==> src/rtl/flag_branch_unit.sv <==
// -----------------------------------------------------------------------------
// flag_branch_unit
//
// Execute-stage flag register and branch resolver.
//   * Captures the ALU condition flags {N,Z,C,V} on flag-setting instructions
//     (ADDS/SUBS/ANDS) that are not flushed.
//   * Resolves B.cond (ARM condition codes) and CBZ/CBNZ, and presents a
//     registered, single-cycle taken/not-taken decision to fetch.
//   * Keeps a saturating debug counter of taken branches.
//
// Parameters
//   FORWARD : 1 = a B.cond issued together with a flag write sees the new flags,
//             0 = it sees the flags stored before this instruction.
//   CNT_W   : width of the taken-branch counter.
//
// Ports
//   clk            system clock, rising-edge
//   reset          synchronous reset, active low
//   alu_zero       Z from the ALU result zero detector
//   alu_negative   bit 63 of the ALU result
//   alu_carry      ALU carry-out
//   alu_overflow   ALU signed overflow
//   set_flags      EX instruction writes flags
//   flush          squash the EX instruction (no flag write, no decision)
//   bcond_valid    B.cond in EX
//   cond           ARM condition code for B.cond
//   cbz_valid      CBZ/CBNZ in EX (wins over bcond_valid)
//   cbz_invert     0 = CBZ, 1 = CBNZ
//   rt_zero        zero-detect of the CBZ register operand
//   flags          stored {N,Z,C,V}
//   br_valid       registered decision strobe (one cycle per branch)
//   br_taken       registered taken bit, 0 whenever br_valid is 0
//   taken_count    saturating count of taken branches
// -----------------------------------------------------------------------------
module flag_branch_unit #(
  parameter bit FORWARD = 1'b1,
  parameter int CNT_W   = 32
) (
  input  logic             clk,
  input  logic             reset,
  input  logic             alu_zero,
  input  logic             alu_negative,
  input  logic             alu_carry,
  input  logic             alu_overflow,
  input  logic             set_flags,
  input  logic             flush,
  input  logic             bcond_valid,
  input  logic [3:0]       cond,
  input  logic             cbz_valid,
  input  logic             cbz_invert,
  input  logic             rt_zero,
  output logic [3:0]       flags,
  output logic             br_valid,
  output logic             br_taken,
  output logic [CNT_W-1:0] taken_count
);

  localparam logic [CNT_W-1:0] CNT_MAX = {CNT_W{1'b1}};
  localparam logic [CNT_W-1:0] CNT_ONE = {{(CNT_W-1){1'b0}}, 1'b1};

  // ARM condition codes
  localparam logic [3:0] COND_EQ = 4'h0;
  localparam logic [3:0] COND_NE = 4'h1;
  localparam logic [3:0] COND_HS = 4'h2;
  localparam logic [3:0] COND_LO = 4'h3;
  localparam logic [3:0] COND_MI = 4'h4;
  localparam logic [3:0] COND_PL = 4'h5;
  localparam logic [3:0] COND_VS = 4'h6;
  localparam logic [3:0] COND_VC = 4'h7;
  localparam logic [3:0] COND_HI = 4'h8;
  localparam logic [3:0] COND_LS = 4'h9;
  localparam logic [3:0] COND_GE = 4'hA;
  localparam logic [3:0] COND_LT = 4'hB;
  localparam logic [3:0] COND_GT = 4'hC;
  localparam logic [3:0] COND_LE = 4'hD;

  // State
  logic [3:0]       flags_q, flags_d;
  logic             br_valid_q, br_valid_d;
  logic             br_taken_q, br_taken_d;
  logic [CNT_W-1:0] taken_count_q, taken_count_d;

  // Combinational helpers
  logic       flag_wr;
  logic [3:0] alu_flags;
  logic [3:0] eff_flags;
  logic       f_n, f_z, f_c, f_v;
  logic       cond_taken;
  logic       decision;
  logic       br_req;

  // ---------------------------------------------------------------------------
  // Flag register update
  // ---------------------------------------------------------------------------
  always_comb begin
    alu_flags = {alu_negative, alu_zero, alu_carry, alu_overflow};
    flag_wr   = set_flags & ~flush;
    flags_d   = flags_q;
    if (flag_wr) begin
      flags_d = alu_flags;
    end
  end

  // ---------------------------------------------------------------------------
  // Effective flags seen by B.cond. With forwarding, an instruction pair that
  // was fused into one EX slot (flag setter + B.cond) resolves against the
  // result it is producing instead of the stale register contents.
  // ---------------------------------------------------------------------------
  always_comb begin
    eff_flags = flags_q;
    if (FORWARD && flag_wr) begin
      eff_flags = alu_flags;
    end
    {f_n, f_z, f_c, f_v} = eff_flags;
  end

  // ---------------------------------------------------------------------------
  // Condition evaluation. 0xE (AL) and 0xF (NV) both mean "always" in ARMv8,
  // so they share the default arm.
  // ---------------------------------------------------------------------------
  always_comb begin
    cond_taken = 1'b1;
    case (cond)
      COND_EQ: cond_taken = f_z;
      COND_NE: cond_taken = ~f_z;
      COND_HS: cond_taken = f_c;
      COND_LO: cond_taken = ~f_c;
      COND_MI: cond_taken = f_n;
      COND_PL: cond_taken = ~f_n;
      COND_VS: cond_taken = f_v;
      COND_VC: cond_taken = ~f_v;
      COND_HI: cond_taken = f_c & ~f_z;
      COND_LS: cond_taken = ~f_c | f_z;
      COND_GE: cond_taken = (f_n == f_v);
      COND_LT: cond_taken = (f_n != f_v);
      COND_GT: cond_taken = ~f_z & (f_n == f_v);
      COND_LE: cond_taken = f_z | (f_n != f_v);
      default: cond_taken = 1'b1;
    endcase
  end

  // ---------------------------------------------------------------------------
  // Branch decision. CBZ/CBNZ takes precedence over B.cond and never looks at
  // the flag register.
  // ---------------------------------------------------------------------------
  always_comb begin
    br_req   = (bcond_valid | cbz_valid) & ~flush;
    decision = cond_taken;
    if (cbz_valid) begin
      decision = rt_zero ^ cbz_invert;
    end
    br_valid_d = br_req;
    br_taken_d = br_req & decision;
  end

  // ---------------------------------------------------------------------------
  // Taken counter: counts the decision being registered on this edge and
  // sticks at all-ones.
  // ---------------------------------------------------------------------------
  always_comb begin
    taken_count_d = taken_count_q;
    if (br_valid_d && br_taken_d && (taken_count_q != CNT_MAX)) begin
      taken_count_d = taken_count_q + CNT_ONE;
    end
  end

  // ---------------------------------------------------------------------------
  // Registers
  // ---------------------------------------------------------------------------
  always_ff @(posedge clk) begin
    if (!reset) begin
      flags_q       <= 4'b0000;
      br_valid_q    <= 1'b0;
      br_taken_q    <= 1'b0;
      taken_count_q <= '0;
    end else begin
      flags_q       <= flags_d;
      br_valid_q    <= br_valid_d;
      br_taken_q    <= br_taken_d;
      taken_count_q <= taken_count_d;
    end
  end

  assign flags       = flags_q;
  assign br_valid    = br_valid_q;
  assign br_taken    = br_taken_q;
  assign taken_count = taken_count_q;

endmodule

==> config.mk <==
export PLATFORM = sky130hd
export DESIGN_NAME = flag_branch_unit
export DESIGN_NICKNAME = d
export VERILOG_FILES = /design/src/rtl/flag_branch_unit.sv
export SDC_FILE = /design/constraint.sdc
export NUM_CORES = 1
export LEC_CHECK = 0
export ABC_AREA = 1
export ABC_CLOCK_PERIOD_IN_PS = 2200
export BUFFER_PORTS_ARGS = -buffer_cell sky130_fd_sc_hd__buf_4
export CAP_MARGIN = 20
export CORE_MARGIN = 5
export CORE_UTILIZATION = 55
export DETAILED_ROUTE_END_ITERATION = 10
export GPL_ROUTABILITY_DRIVEN = 0
export PLACE_DENSITY = 0.8
export SETUP_SLACK_MARGIN = 0.3
export SKIP_CTS_REPAIR_TIMING = 1
export SYNTH_ARGS = -nofsm -noshare
export SYNTH_HDL_FRONTEND = slang
export SYNTH_SLANG_ARGS = --single-unit
export TNS_END_PERCENT = 1
==> constraint.sdc <==
create_clock -name clk -period 2.2 [get_ports clk]
set_clock_uncertainty 0.2 [all_clocks]
set_input_delay 0.22 -clock clk [delete_from_list [all_inputs] [get_ports clk]]
set_output_delay 0.22 -clock clk [all_outputs]
set_load 0.005 [all_outputs]
# == Word-level counts from Yosys, hierarchy flattened ==
# Index checks and enable logic that the tools add are counted.
# word_totals
register_bits,38
word_cells,41
out_inout_bits,38
inputBits,16
# op_classes
n_addsub,1
n_mux,3
reduce_logical,3
n_eq_ne,16
bitwise_logic,14
# op_table
cell,n
$add 32x1->32 const B,1
$ne 32x32->1 const B,1
$eq 4x4->1 const B,6
$eq 4x3->1 const B,4
$pmux 1 s14,1
$eq 4x2->1 const B,2
$and 1x1->1,5
$not 1->1,5
$eq 4x1->1 const B,1
$logic_not 4->1,1
$mux 4,1
$or 1x1->1,3
$logic_and 1x1->1,2
$eq 1x1->1,1
$mux 1,1
$ne 1x1->1,1
$xor 1x1->1,1

# == Depth between registers and ports, before layout ==
# logic_depth
depth_word,10
mapped_depth,15
mapped_depth_nobuf,14

# == Least setup slack after synthesis ==
# OpenSTA, ideal clock, no wires.
# synth_timing
path_kind,register -> register
from,register taken_count_q[0] (netlist: taken_count[0])
to,register taken_count_q[13] (netlist: taken_count[13])
required_ps,1890
setup_ps,110
setup_slack_ps,223
path_stages_with_launch,14
arrival_time_ps,1667
n_path_buf,1
path_cell_list,dfxtp_1 > ha_1 > nand2_1 > nor2_1 > nand2_1 > nor2_1 > nand3_1 > buf_2 > nand2_1 > nor2_1 > nand3_1 > nand2_1 > inv_1 > nor2_1
# synth_between
elab_chain_cells,2
word_cells_on_any_way,3
cone_classes,add/sub (1); eq/ne (1); reduce/logical (1)
# synth_lines
element,line,text
"start, declared",81,"logic [CNT_W-1:0] taken_count_q, taken_count_d;"
"start signal, assigned",180,taken_count_q <= taken_count_d;
branches (longest 2 deep; another with $add 32x1->32),-,
# Parallel ways; which one is timed is not known.
# A chain may end at the register's enable or synchronous reset.

# == Worst setup path in the final report ==
# layout_timing
from,register flags_q[1] (netlist: flags[1])
to,register taken_count_q[15] (netlist: taken_count[15])
# layout_between
elab_chain_cells,8
word_cells_on_any_way,9
cone_classes,mux (3); bitwise (4); reduce/logical (2)
# layout_lines
element,line,text
"start, declared",78,"logic [3:0] flags_q, flags_d;"
"start signal, assigned",177,flags_q <= flags_d;
$mux 4 (*),111,if (FORWARD && flag_wr) begin
$not 1->1,"127, 133",
$or 1x1->1,133,COND_LS: cond_taken = ~f_c | f_z;
$pmux 1 s14 (*),123,case (cond)
$mux 1 (*),149,if (cbz_valid) begin
$and 1x1->1 (*),153,br_taken_d = br_req & decision;
$logic_and 1x1->1 (*) (2 in series),162,if (br_valid_d && br_taken_d && (taken_count_q != CNT_MAX)) begin
# Mark *: on every way between the ends. The rest lies on a longest branch, timed or not.

==> summary.txt <==
Power
  – Total internal power: 1.09 mW
  – Power per cell area: 422 nW/um^2
  – Combinational Power Share: 0.217
  – Clk pwr share: 0.316
  – Switching Power: 0.443 mW
  – Sequential cell fraction of total power: 0.467
  – VDD IR max: 0.000290 V
  – Standby leakage power: 1.81 nW
  – Sw Share: 0.290

Clock tree
  – Buffer depth of the longest clock path: 2
  – Clock tree from TritonCTS: built
  – Clock transition at the register clock pins on the worst setup and hold paths after CTS: 0.07 ns
  – CTS Sinks: 38
  – Clock Latency Late Sink: 0.29 ns
  – Number of buffers inserted during clock tree synthesis: 5
  – Clock root buffer master: sky130_fd_sc_hd__clkbuf_8
  – H-tree lvl count: 2

Setup path
  – Capture instance of the worst register-to-register path: taken_count[15]$_SDFFE_PN0P_
  – Worst-path cell chain: inv_1 -> nand2_1 -> o21ai_1 -> nand2_1 -> nand2_1 -> nor2_2 -> nand3_2 -> nor2_4 -> nand2_8 -> buf_16 -> nand3_1 -> nand2_1 -> inv_1 -> nor2_1
  – Startpoint Class: register
  – Bufs and invs on worst path: 3
  – CP max stage cell: sky130_fd_sc_hd__dfxtp_2
  – Kind of end point of the critical path: register
  – Maximum single-stage delay on the critical path: 0.34 ns
  – Classification of the worst setup path: register to register
  – Register-to-Register Path Depth: 14
  – Slack of the worst reg-to-reg path: 0.28 ns
  – Cell family contributing the most delay on the critical path: simple AND/OR/NAND/NOR gates
  – Endpoint arrival time on the critical path: 1.91 ns
  – Crit-path most repeated cell: sky130_fd_sc_hd__nand2_1
  – Highest net fanout along the worst path: 18
  – Startpoint of the worst register-to-register path: flags[1]$_SDFF_PN0_
  – Critical Path RT: 2.19 ns

Placed design
  – Final HPWL from detailed placement: 5120 um
  – Placed insts: 599
  – IO Port Bufs: 53

Cells and area
  – Final instance count without filler cells: 614
  – Area overhead of the layout relative to synthesis: 34.3%
  – Finished Core Util: 0.762
  – Net count, final: 565
  – Ratio of cells with drive above 1 in the final layout: 0.250
  – Final antenna diode count: 0

Die
  – Ports placed on the boundary: 54
  – Initial Utilization: 0.567
  – Overall die area: 6400 um^2
  – Width of the die: 80.0 um
  – Height of the die: 80.0 um
  – Site row count: 25
  – Area of the core: 4750 um^2

Timing
  – Final number of hold-violating endpoints: 1
  – Worst slew margin relative to its limit: 0.743
  – Number of endpoints failing setup at the final stage: 0
  – Fmax: 520 MHz
  – Part of the cycle the worst path needs: 0.873
  – Setup TNS: 0 ns
  – Number of max-slew violations in the final report: 0
  – Crit path time final: 1.92 ns
  – Final worst hold slack: -0.00660 ns
  – Transition time of the tightest slew-check pin: 0.383 ns
  – Setup repair after global routing missed its margin: yes

Yosys
  – Synthesized netlist cell count: 481
  – Combinational family with the most area after synthesis: simple AND/OR/NAND/NOR gates
  – Synth top area share: 0.282
  – Cell taking the most area after synthesis: sky130_fd_sc_hd__dfxtp_1
  – Number of flip-flops and latches in the synthesized netlist: 38
  – Share of flip-flops with an asynchronous set or reset: 0
  – Syn. warnings: 0
  – Synthesized-area fraction occupied by adder cells: 0.00464
  – Synth Area in Simple Gates: 0.503
  – Post-synth design cell area: 2700 um^2
  – Post-Synthesis Net Count: 498
  – Area share of xor/xnor cells in the synthesized design: 0.00650
  – Area fraction in compound gates after synthesis: 0.0167
  – Sequential cell area fraction in the yosys report: 0.282
  – Syn Area/Cell: 5.61 um^2
  – Number of different library cells in the post-synthesis netlist: 26
  – Number of synthesized flops with an enable pin: 0
  – Dominant cells by area after synthesis: sky130_fd_sc_hd__dfxtp_1 (28%), sky130_fd_sc_hd__nand2_1 (19%), sky130_fd_sc_hd__inv_1 (14%), sky130_fd_sc_hd__nor2_1 (10%), sky130_fd_sc_hd__nand3_1 (8.9%)
  – Dominant synthesized flop cell: sky130_fd_sc_hd__dfxtp_1
  – Mux contribution to synthesized area: 0

Run status
  – Outcome: finished, violations left
  – Failing checks: hold timing

Drt
  – Average wire length per cell after detail routing: 12.3 um
  – Remaining routing DRC violations: 0
  – Via Count: 3113
  – Final routed wirelength across all metal layers: 7570 um
  – Via density: 5.07
  – Router iterations before antenna repair: 4
  – Number of nets with antenna violations after routing: 0
  – Number of violations reported at the end of detailed-routing iteration 0: 143

Flow run
  – Count of maximum capacitance violations: 0

Global routing
  – Wire length of the first global-routing pass: 11900 um
  – Via count of the first global-routing pass: 2697
  – Aggregate global routing overflow: 0
  – Total Routing Usage GR: 0.228
  – Pin count of the biggest net entering global routing: 36
  – Antenna violations before repair: 0

Hold path
  – Path category of the worst min-delay check: primary input to register
  – Hold Crit Start: alu_negative
  – Hold endpoint: flags[3]$_SDFF_PN0_
  – Instance count along the most critical hold path: 3
==> layer usage <==
metal | up-vias | GRT usage | wire [um]
met2 | 97 | 0.387 | 3800
met4 | 0 | 0.0676 | 102
met3 | 10 | 0.0395 | 380
li1 | 1613 | - | -
met1 | 1393 | 0.293 | 3280
met5 | - | 0 | 0
==> synthesized netlist by cell type (all sizes together), types with 4 or more instances <==
cell type / n
buf: 13
clkbuf: 4
dfxtp: 38
inv: 105
nand2: 136
nand3: 49
nand4: 37
nor2: 75
nor3: 10
o21ai: 6
==> layout make-up <==
class	instances	area, um^2
Clock buffer	6	82.6
Fill cell	387	1130
Inverter	105	394
Multi-Input combinational cell	322	1620
Sequential cell	38	785
Tap cell	67	83.8
Timing Repair Buffer	76	659
==> stage by stage <==
stage / hold WS, ns / worst slack (ns) / area (um^2) / power (mW)
after CTS: 0.0138 / 0.0581 / 3310 / 1.46
after detailed placement: 0.314 / 0.0792 / 3230 / 0.986
after global routing: 0.0205 / 0.144 / 3620 / 1.60
after floorplan: 0.186 / 0.329 / 2710 / 0.903
after global placement: 0.295 / 0.129 / 3230 / 0.980
final: -0.00660 / 0.279 / 3620 / 1.53
==> how the worst max path moves through the flow <==
stage	slack (ns)	end	from	depth (start not counted)
6_report	0.28	taken_count[15]$_SDFFE_PN0P_	flags[1]$_SDFF_PN0_	14
5_1_grt	0.14	taken_count[30]$_SDFFE_PN0P_	taken_count[0]$_SDFFE_PN0P_	12
4_1_cts	0.06	taken_count[6]$_SDFFE_PN0P_	taken_count[1]$_SDFFE_PN0P_	13
3_5_place_dp	0.08	taken_count[6]$_SDFFE_PN0P_	taken_count[1]$_SDFFE_PN0P_	13
3_3_place_gp	0.13	taken_count[6]$_SDFFE_PN0P_	taken_count[17]$_SDFFE_PN0P_	12
2_1_floorplan	0.33	taken_count[13]$_SDFFE_PN0P_	taken_count[1]$_SDFFE_PN0P_	13
==> power by group through the flow <==
stage                     combinational, mW  sequential [mW]  clock, mW
after global routing                  0.362            0.716      0.525
after detailed placement              0.261            0.726          0
after floorplan                       0.176            0.727          0
after global placement                0.255            0.725          0
final                                 0.332            0.714      0.482
after CTS                             0.261            0.710      0.490
==> worst reg2reg max path, cell delays in order (launching register included) <==
cell and delay (ns):
sky130_fd_sc_hd__dfxtp_2 0.34, sky130_fd_sc_hd__inv_1 0.04, sky130_fd_sc_hd__nand2_1 0.05, sky130_fd_sc_hd__o21ai_1 0.08
sky130_fd_sc_hd__nand2_1 0.06, sky130_fd_sc_hd__nand2_1 0.06, sky130_fd_sc_hd__nor2_2 0.12, sky130_fd_sc_hd__nand3_2 0.11
sky130_fd_sc_hd__nor2_4 0.22, sky130_fd_sc_hd__nand2_8 0.11, sky130_fd_sc_hd__buf_16 0.17, sky130_fd_sc_hd__nand3_1 0.09
sky130_fd_sc_hd__nand2_1 0.07, sky130_fd_sc_hd__inv_1 0.07, sky130_fd_sc_hd__nor2_1 0.04
==> flip-flops by register name, summed over array words and instances, names as in the netlist <==
| register | cells |
|---|---|
| taken_count | 32 |
| flags | 4 |
| br_taken | 1 |
| br_valid | 1 |
==> logic make-up (layout without fill, tap and decap cells) <==
kind of cell | after synthesis | after routing
adders and majority gates | 1 | 1
buffers and inverters | 122 | 187
DFF | 38 | 38
and+or+nand+nor | 310 | 311
xor gates and xnor gates | 2 | 2
AOI/OAI and AO/OA | 8 | 8
==> layout by cell type (no fill, tap or decap), types with 2 or more instances in the layout <==
cell type and n:
sky130_fd_sc_hd__nor3_2 3, sky130_fd_sc_hd__nor2_2 5, sky130_fd_sc_hd__nand2_2 7, sky130_fd_sc_hd__nor3_1 5, sky130_fd_sc_hd__nor2_1 64, sky130_fd_sc_hd__nor3_4 2
sky130_fd_sc_hd__nand3_2 3, sky130_fd_sc_hd__inv_2 4, sky130_fd_sc_hd__inv_1 101, sky130_fd_sc_hd__dfxtp_2 16, sky130_fd_sc_hd__buf_12 2, sky130_fd_sc_hd__nand4_1 37
sky130_fd_sc_hd__dfxtp_1 21, sky130_fd_sc_hd__clkbuf_8 6, sky130_fd_sc_hd__nor2_4 6, sky130_fd_sc_hd__nand2_4 2, sky130_fd_sc_hd__nand2_1 127, sky130_fd_sc_hd__nand3_4 2
sky130_fd_sc_hd__buf_6 5, sky130_fd_sc_hd__buf_4 66, sky130_fd_sc_hd__o21ai_0 4, sky130_fd_sc_hd__nand3_1 44
No activity file was read; power rests on OpenSTA's default activity.
